### src/rtl/led_disp_pkg.sv
// Shared seven-segment definitions for the scanned LED display blocks.
// Segment codes are {g,f,e,d,c,b,a}, active-low.
package led_disp_pkg;

  localparam logic [6:0] SEG_0     = 7'h40;
  localparam logic [6:0] SEG_1     = 7'h79;
  localparam logic [6:0] SEG_2     = 7'h24;
  localparam logic [6:0] SEG_3     = 7'h30;
  localparam logic [6:0] SEG_4     = 7'h19;
  localparam logic [6:0] SEG_5     = 7'h12;
  localparam logic [6:0] SEG_6     = 7'h02;
  localparam logic [6:0] SEG_7     = 7'h78;
  localparam logic [6:0] SEG_8     = 7'h00;
  localparam logic [6:0] SEG_9     = 7'h18;
  localparam logic [6:0] SEG_BLANK = 7'h7F;

  typedef enum logic [1:0] {
    ST_IDLE,
    ST_RUN,
    ST_PAUSE,
    ST_DONE
  } disp_state_e;

  // Non-decimal nibbles (A-F) render blank; 4'hF is the explicit blank code.
  function automatic logic [6:0] bcd_to_seg(input logic [3:0] nib);
    case (nib)
      4'd0:    return SEG_0;
      4'd1:    return SEG_1;
      4'd2:    return SEG_2;
      4'd3:    return SEG_3;
      4'd4:    return SEG_4;
      4'd5:    return SEG_5;
      4'd6:    return SEG_6;
      4'd7:    return SEG_7;
      4'd8:    return SEG_8;
      4'd9:    return SEG_9;
      default: return SEG_BLANK;
    endcase
  endfunction

endpackage

### src/rtl/seg7_decode.sv
// Combinational BCD nibble to active-low seven-segment decoder.
module seg7_decode
  import led_disp_pkg::*;
(
  input  logic [3:0] nib,
  output logic [6:0] seg
);

  assign seg = bcd_to_seg(nib);

endmodule

### src/rtl/led_scan_countdown.sv
// Multiplexed seven-segment scan controller with a BCD countdown field in
// the top digits, start/pause control and a repeat count.
module led_scan_countdown
  import led_disp_pkg::*;
#(
  parameter int                        NUM_DIGITS  = 8,
  parameter int                        SCAN_CYCLES = 4,
  parameter int                        TICK_CYCLES = 32,
  parameter int                        CNT_DIGITS  = 2,
  parameter logic [4*CNT_DIGITS-1:0]   CNT_INIT    = 8'h10,
  parameter int                        REPEAT      = 2,
  parameter logic [4*NUM_DIGITS-1:0]   STATIC_BCD  = 32'h00201028,
  parameter bit                        BLANK_LZ    = 1'b0,
  parameter logic [NUM_DIGITS-1:0]     DP_MASK     = 8'h00
) (
  input  logic                  clk,
  input  logic                  rst,
  input  logic                  btn_start,
  input  logic                  btn_pause,
  output logic [NUM_DIGITS-1:0] led_en,
  output logic [6:0]            led_seg,
  output logic                  led_dp,
  output logic                  running,
  output logic                  done
);

  localparam int CW = 4 * CNT_DIGITS;
  localparam int DW = $clog2(NUM_DIGITS);
  localparam int SW = $clog2(SCAN_CYCLES);
  localparam int TW = $clog2(TICK_CYCLES);
  localparam int PW = (REPEAT > 1) ? $clog2(REPEAT) : 1;
  localparam int LO = NUM_DIGITS - CNT_DIGITS;

  disp_state_e   state_q, state_d;
  logic          start_q, pause_q, start_e, pause_e;
  logic [CW-1:0] count_q, count_d;
  logic [PW-1:0] pass_q, pass_d;
  logic [TW-1:0] tick_q, tick_d;
  logic          run_cyc, tick;

  logic [DW-1:0] dig_q, nxt_idx;
  logic [SW-1:0] scan_q;
  logic          entering, scan_act, load;
  logic [NUM_DIGITS-1:0][3:0] disp_nib;
  logic [CNT_DIGITS-1:0]      lz_blank;
  logic [3:0]    sel_nib;
  logic [6:0]    sel_seg;

  function automatic logic [CW-1:0] bcd_dec(input logic [CW-1:0] v);
    logic [CW-1:0] r;
    logic          borrow;
    r      = v;
    borrow = 1'b1;
    for (int i = 0; i < CNT_DIGITS; i++) begin
      if (borrow) begin
        if (r[4*i +: 4] == 4'd0) r[4*i +: 4] = 4'd9;
        else begin
          r[4*i +: 4] = r[4*i +: 4] - 4'd1;
          borrow      = 1'b0;
        end
      end
    end
    return r;
  endfunction

  assign start_e = btn_start & ~start_q;
  assign pause_e = btn_pause & ~pause_q;

  // A cycle that carries a button edge is spent on the control action,
  // so the tick counter only advances on quiet RUN cycles.
  always_comb begin
    state_d = state_q;
    count_d = count_q;
    pass_d  = pass_q;
    tick_d  = tick_q;
    run_cyc = (state_q == ST_RUN) && !start_e && !pause_e;
    tick    = run_cyc && (tick_q == TW'(TICK_CYCLES - 1));
    if (start_e) begin
      state_d = ST_RUN;
      count_d = CNT_INIT;
      pass_d  = '0;
      tick_d  = '0;
    end else if (pause_e && state_q == ST_RUN) begin
      state_d = ST_PAUSE;
    end else if (pause_e && state_q == ST_PAUSE) begin
      state_d = ST_RUN;
    end else if (run_cyc) begin
      tick_d = tick ? '0 : tick_q + 1'b1;
      if (tick) begin
        if (count_q != '0)                    count_d = bcd_dec(count_q);
        else if (pass_q != PW'(REPEAT - 1)) begin
          pass_d  = pass_q + 1'b1;
          count_d = CNT_INIT;
        end else                              state_d = ST_DONE;
      end
    end
  end

  always_ff @(posedge clk) begin
    if (rst) begin
      state_q <= ST_IDLE;
      start_q <= 1'b0;
      pause_q <= 1'b0;
      count_q <= CNT_INIT;
      pass_q  <= '0;
      tick_q  <= '0;
      running <= 1'b0;
      done    <= 1'b0;
    end else begin
      state_q <= state_d;
      start_q <= btn_start;
      pause_q <= btn_pause;
      count_q <= count_d;
      pass_q  <= pass_d;
      tick_q  <= tick_d;
      running <= (state_d == ST_RUN);
      done    <= (state_d == ST_DONE);
    end
  end

  // Per-digit nibble: countdown field on top, static pattern below.
  for (genvar k = 0; k < CNT_DIGITS; k++) begin : g_lz
    if (k == 0) begin : g_lsd
      assign lz_blank[k] = 1'b0;
    end else begin : g_hi
      assign lz_blank[k] = BLANK_LZ && (count_q[CW-1:4*k] == '0);
    end
  end

  for (genvar d = 0; d < NUM_DIGITS; d++) begin : g_nib
    if (d >= LO) begin : g_cnt
      assign disp_nib[d] = lz_blank[d-LO] ? 4'hF : count_q[4*(d-LO) +: 4];
    end else begin : g_static
      assign disp_nib[d] = STATIC_BCD[4*d +: 4];
    end
  end

  assign entering = (state_q == ST_IDLE) && start_e;
  assign scan_act = (state_q != ST_IDLE);
  assign load     = entering || (scan_act && scan_q == SW'(SCAN_CYCLES - 1));
  assign nxt_idx  = (entering || dig_q == '0) ? DW'(NUM_DIGITS - 1) : dig_q - 1'b1;
  assign sel_nib  = disp_nib[nxt_idx];

  seg7_decode u_dec (
    .nib (sel_nib),
    .seg (sel_seg)
  );

  // Enable, segments and dp load together only at a digit boundary.
  always_ff @(posedge clk) begin
    if (rst) begin
      led_en  <= '1;
      led_seg <= SEG_BLANK;
      led_dp  <= 1'b1;
      dig_q   <= '0;
      scan_q  <= '0;
    end else if (load) begin
      led_en  <= ~(NUM_DIGITS'(1) << nxt_idx);
      led_seg <= sel_seg;
      led_dp  <= ~DP_MASK[nxt_idx];
      dig_q   <= nxt_idx;
      scan_q  <= '0;
    end else if (scan_act) begin
      scan_q  <= scan_q + 1'b1;
    end else begin
      led_en  <= '1;
      led_seg <= SEG_BLANK;
      led_dp  <= 1'b1;
    end
  end

endmodule
### config.mk
export PLATFORM = sky130hd
export DESIGN_NAME = led_scan_countdown
export DESIGN_NICKNAME = d
export VERILOG_FILES = /design/src/rtl/led_disp_pkg.sv /design/src/rtl/seg7_decode.sv /design/src/rtl/led_scan_countdown.sv
export SDC_FILE = /design/constraint.sdc
export NUM_CORES = 1
export LEC_CHECK = 0
export CAP_MARGIN = 20
export CORE_ASPECT_RATIO = 2
export CORE_MARGIN = 2
export CORE_UTILIZATION = 45
export CTS_CLUSTER_SIZE = 8
export DETAILED_ROUTE_END_ITERATION = 10
export PLACE_DENSITY = 0.65
export REMOVE_ABC_BUFFERS = 1
export SLEW_MARGIN = 30
export SYNTH_ARGS = -nofsm -noshare
export SYNTH_HDL_FRONTEND = slang
export SYNTH_SLANG_ARGS = --single-unit
### constraint.sdc
create_clock -name clk -period 3 [get_ports clk]
set_input_delay 0.9 -clock clk [delete_from_list [all_inputs] [get_ports clk]]
set_output_delay 0.9 -clock clk [all_outputs]
set_load 0.01 [all_outputs]
After elaboration in Yosys (flattened, before gate mapping)
Memory sizes are Yosys's and may differ from the RTL's.
Index checks and enable logic that the tools add are counted.
{ "word_totals": {"memories": 2, "wordCells": 96, "mem_bits_ro": 120, "reg_bits": 41, "inputBits": 4} }
{ "mem_list": {"columns": ["name", "words", "width", "rd", "rd_clocked_by_memory_dff", "wr", "line_no", "source"], "rows": [
  ["(name not given)", 16, 7, 1, 0, 0, "led_disp_pkg.sv:26", "case (nib)"],
  ["(name not given)", 8, 1, 1, 0, 0, "led_scan_countdown.sv:160", "led_dp <= ~DP_MASK[nxt_idx];"]
]} }
{ "op_classes": {"add_sub_neg": 6, "muxes": 31, "shifts": 1, "n_lt_le_gt_ge": 1, "n_bitwise": 9, "eq_ne": 9, "n_reduce_logical": 23} }
{ "ops": {"columns": ["operator", "count"], "rows": [
  ["$mux W8", 4],
  ["$mux W4", 4],
  ["$mux W2", 7],
  ["$mux W7", 2],
  ["$bmux W4 S3", 1],
  ["$mux W1", 11],
  ["$reduce_and A5 Y1", 2],
  ["$logic_not A4 Y1", 2],
  ["$not A8 Y8", 1],
  ["$reduce_bool A8 Y1", 1],
  ["$shl A1 B3 Y8 const A", 1],
  ["$sub A4 B1 Y4 const B", 2],
  ["$logic_and A1 B1 Y1", 7],
  ["$eq A2 B2 Y1 const B", 3],
  ["$ne A2 B1 Y1 const B", 3],
  ["$not A1 Y1", 6],
  ["$reduce_and A6 Y1", 1],
  ["$add A5 B1 Y5 const B", 1],
  ["$eq A5 B5 Y1 const B", 1],
  ["$mux W5", 1],
  ["$eq A2 B1 Y1 const B", 2],
  ["$lt A3 B4 Y1 const B", 1],
  ["$reduce_or A2 Y1", 2],
  ["$logic_not A3 Y1", 1],
  ["other kinds (10)", 13]
]} }

Logic depth before layout (Yosys ltp)
{ "logic_depth": {"word_depth": 13, "mapped_depth": 13} }

Modules after synthesis
From an unflattened synthesis, not the netlist that was laid out.
{ "hier_totals": {"hier_cells": 254, "area_unflattened_um2": 2194.6} }
{ "modules_own_cells": {"columns": ["module", "area_each_um2", "n_inst", "cells_each", "seq_area_each_um2"], "rows": [
  ["led_scan_countdown", 1959.4, 1, 220, 800.8],
  ["seg7_decode", 235.2, 1, 34, 0.0]
]} }

Worst setup path after synthesis
OpenSTA, ideal clock, no wires.
{ "synth_path": {"path_type": "register to register", "startpoint": "reg dig_q[0]", "endpoint": "reg led_seg[3]", "t_arrival_ns": 2.645, "period_less_slack_ns": 2.782, "path_stages_with_launch": 12, "n_path_buf": 1, "path_slack_ns": 0.218, "path_cell_list": "dfxtp_1 clkbuf_1 inv_1 ha_1 ha_1 nor3b_1 a22oi_4 o221ai_2 inv_1 ha_1 o32ai_1 o21ai_0"} }
{ "synth_via": {"elab_chain_len": 7, "elab_cells_between_ends": 8, "classes_between": "add/sub: 1; mux: 4; reduce/logical: 2; memory: 1"} }
{ "synth_rtl": {"columns": ["element", "line_no", "source"], "rows": [
  ["start, declared", "led_scan_countdown.sv:41", "logic [DW-1:0] dig_q, nxt_idx;"],
  ["start signal, assigned", "led_scan_countdown.sv:161", "dig_q <= nxt_idx;"],
  ["parallel branches: the longest is 2 deep, another holds $sub A3 B1 Y3", null, null],
  ["$mux W3 *", "led_scan_countdown.sv:141", "assign nxt_idx = (entering || dig_q == '0) ? DW'(NUM_DIGITS - 1) : dig_q - 1'b1;"],
  ["$bmux W4 S3 *", "led_scan_countdown.sv:142", "assign sel_nib = disp_nib[nxt_idx];"],
  ["$mux W4 (implied by the code) *", "led_scan_countdown.sv:142", null],
  ["$mem_v2 Z16 W7 *", null, null],
  ["$mux W7 *", "led_scan_countdown.sv:157", "end else if (load) begin"],
  ["end signal, assigned", "led_scan_countdown.sv:159", "led_seg <= sel_seg;"],
  ["end, declared", "led_scan_countdown.sv:21", "output logic [6:0] led_seg,"]
]} }
Every way passes the cells marked *. The select of a mux whose other input is x is not followed.
A chain may end at the register's enable or synchronous reset.

Worst setup path after layout
Ends and elaborated chain as after synthesis.

==> impl_summary.md <==
Status
The flow ran to the end, and the final reports show no timing, DRC or antenna violations.

Synth
By count the netlist is led by dfxtp_1 (40), nor2_1 (25), nand2_1 (23), a21oi_1 (16), inv_1 (15). The biggest area consumer among synthesized cells is dfxtp_1. Sorting the synthesized cells by area gives the leading types as dfxtp_1 (37%), ha_1 (6.9%), nor2_1 (4.3%). The portion of synthesized cell area occupied by the leading cell type is 0.3674. The most used standard cell by instance count after synthesis is dfxtp_1.

The share of synthesized area occupied by flip-flops and latches is 0.3674. The number of warnings reported in the yosys synthesis log is 0. Counting flops with an async set or reset pin after synthesis yields a share of 0. Yosys mapped a number of flops with a built-in enable equal to 0.

The most common flop cell mapped by yosys is dfxtp_1. The synthesized design contains 40 register bits. The area of the mapped netlist is between 2000 and 2500 µm².

The count of unique library cells instantiated by Yosys is between 50 and 60. The mean instance size in the synthesized netlist is 8.287 µm². Synthesis produced approximately 260 cells.

Finish
The final instance area is around 2800 µm². At the end of the flow, the number of nets in the layout was 330. The number of antenna cells inserted is 0. The final cell count without fillers is 370. The fraction of final layout cells with drive strength greater than 1 is 0.1619.

The area growth from synthesis to layout is 27.90%.

Floorplanning
For this configuration, the core starts out at a cell density of 0.4695. The number of top-level pins is 22. The die is around 53 µm wide. The floorplan has 35 rows. The core region area is 4642 µm². The die covers 5450 µm². The chip height is 102.4 µm.

Drt
The final antenna-violating net count is 0. The pre-antenna-repair detailed-routing pass consisted of 4 iterations. For this block, the routed nets add up to around 5800 µm of wire. The overall via count from detail_route is between 2000 and 2500. The average vias per placed instance is around 5.7.

After detailed routing, the average wire length per cell comes to 15.70 µm. The remaining routing DRC violations is 0. The number of design-rule violations left by the first detailed-router iteration is 38.

GRT
Entering global routing, the biggest net connects 16 pins. The number of global-route vias before repair came to between 2000 and 2500. The total global routing overflow is 0.

The wire length of the first global-routing pass is 9680 µm. The initial antenna violation count is 0. The global-route usage over all layers is 0.2434.

STA
Setup violations remaining at the end of the flow were counted as 0. The slew at the pin closest to its max-slew limit is between 0.5 and 0.6 ns. The final number of max-transition violations is 0. In this run the tightest slew margin relative to its limit is 0.6363. The final count of hold timing violations is 0.

The achievable clock frequency is around 360 MHz. The post-route minimum period is approximately 2.8 ns. The setup slack after layout is around 0.18 ns.

The fraction of the cycle the final worst path needs is 0.9384. In the final timing run, aggregate negative setup slack is 0 ns. Between clock sinks in the finished design, the worst skew comes to roughly 0.0041 ns.

Place
The final weighted congestion of routability-driven global placement is around 0.85. Detailed placement ended at an HPWL of 4480 µm. The worst slack at placement is -0.2721 ns. The number of cells after detailed placement is 362. Summing all placed instances gives a cell area of about 2700 µm².

The count of input and output buffers is 20.

Power and ir drop
Of the total power, the clock network draws 0.313. The analysis attributes to cell leakage a power of between 1 and 1.5 nW. The largest vdd supply drop is 0.3263 mV.

The switching part of the total is 0.2946. The design internal power is slightly below 0.0009 W. The sequential fraction of design power is 0.456. For this design the total switching power over the nets is about 0.00036 W.

The total power is around 0.0012 W. The cell area power density is between 400 and 500 nW/µm². The combinational cell fraction of total power is 0.231.

Critical path
STA classifies the critical path startpoint as a flop. The sort of element at the end of the critical path is a flop. STA puts the critical path data required time at 3.16 ns. The worst reg2reg path depth is 12. The critical path start-end classification is reg2reg. The arrival time at the worst endpoint is ~3.0 ns. In this run the worst path has a maximum fanout of 5.

Job
The count of maximum capacitance violations is 0.

Clocking
In this run the number of H-tree levels came out at 2. The clock drives 40 sinks. For the worst-skew pair, the clock arrives at the later sink with an insertion delay of around 0.30 ns.

The TritonCTS buffer count is 5. After clock tree synthesis, the clock-pin slew on the worst setup and hold paths is 0.08 ns. The tree is rooted in a clkbuf_8. TritonCTS built the clock tree.

No sink is reached through more buffers than the 2 on the longest clock path.

Min path
The worst min-delay path class is reg2reg. The worst hold path passes through 2 cells.
stage by stage:
step           hold slack [ns]    util
2_1_floorplan           0.4472       -
3_3_place_gp            0.4625  0.5733
3_5_place_dp            0.4680  0.5733
4_1_cts                 0.4915  0.5935
5_1_grt                 0.5175  0.6005
6_report                0.4867  0.6005
flip-flops by register name, indices dropped and copies added, names as in the netlist, 2 cells and up:
name and cells:
led_en 8, led_seg 7, state_q 2, count_q 8, tick_q 5, dig_q 3, scan_q 2
cells by family after synthesis:
kind of cell | count (synthesis) | synth area share
adder cells (fa/ha/maj) | 12 | 0.06888
AO/OA/AOI/OAI | 68 | 0.2181
buffers and inverters | 27 | 0.05223
XOR/XNOR | 1 | 0.004019
multiplexers | 6 | 0.02756
AND/OR/NAND/NOR | 108 | 0.2600
other | 1 | 0.001721
flip-flops | 40 | 0.3674
final timing paths:
path	start	end	slack (ns)
worst max-delay path	dig_q[0]	led_seg[3]	0.18
worst min-delay path	tick_q[3]	tick_q[3]	0.49
worst max register to register	dig_q[0]	led_seg[3]	0.18
worst min register to register	tick_q[3]	tick_q[3]	0.49
metal layers:
| layer | vias to the layer above | share of wire | routed length, µm | global-route usage |
|---|---|---|---|---|
| met1 | 991 | 0.37 | 2172 | 0.2329 |
| li1 | 1053 | - | - | - |
| met5 | - | 0 | 0 | 0 |
| met4 | 0 | 0.033 | 193 | 0.1440 |
| met3 | 13 | 0.021 | 120 | 0.03216 |
| met2 | 35 | 0.57 | 3321 | 0.4615 |
worst max-delay path, cell delays in order (launching register included):
cell      delay, ns
dfxtp_1        0.33
inv_1          0.11
ha_1           0.23
ha_1           0.33
buf_4          0.17
nor2_1         0.16
nand3_1        0.18
o221ai_4       0.26
inv_1          0.12
ha_1           0.20
or3_1          0.37
a21oi_1        0.13
o21ai_0        0.10
placed cells by master, fill, tap and decap left out, types with 2 or more instances in the layout:
cell | Yosys | routed
nand4_1 | 2 | 2
inv_1 | 15 | 15
ha_1 | 12 | 12
nor3_1 | 11 | 11
a31oi_1 | 4 | 4
clkdlybuf4s50_1 | 0 | 19
a211oi_1 | 2 | 2
nand2b_1 | 3 | 3
o31ai_1 | 4 | 4
a21oi_1 | 16 | 16
or3_1 | 5 | 5
dfxtp_1 | 40 | 40
mux2i_1 | 6 | 6
clkbuf_8 | 0 | 6
and2_1 | 6 | 6
nor2b_1 | 5 | 5
o221ai_1 | 2 | 2
o22ai_1 | 4 | 4
o21ai_0 | 14 | 14
o221ai_4 | 0 | 2
nand2_1 | 23 | 23
o32ai_1 | 5 | 5
and3_1 | 2 | 2
a211o_1 | 2 | 2
nand3_1 | 11 | 11
nor3b_1 | 6 | 6
buf_4 | 1 | 36
nor2_1 | 25 | 25
repair_timing:
action / CTS / global route
setup endpoints to repair: 0 / 4
gates resized for setup: 0 / 4
hold buffers: 0 / 0
buffers inserted: 0 / 0
power by group through the flow:
stage | combinational, W | clock [W] | sequential (W)
after global routing | 0.000310 | 0.000410 | 0.000565
after CTS | 0.000275 | 0.000394 | 0.000562
after global placement | 0.000273 | 0 | 0.000574
after detailed placement | 0.000274 | 0 | 0.000574
after floorplan | 0.000139 | 0 | 0.000578
final | 0.000285 | 0.000385 | 0.000562
cell type report:
class | count | area (µm²)
Timing Repair Buffer | 56 | 473.0
Clock buffer | 7 | 86.33
Clock inverter | 1 | 7.507
Tap cell | 55 | 68.82
Fill cell | 461 | 1854
Multi-Input combinational cell | 196 | 1295
Sequential cell | 40 | 800.8
Inverter | 15 | 56.30
Note: power is estimated with default switching activity, not from simulation.
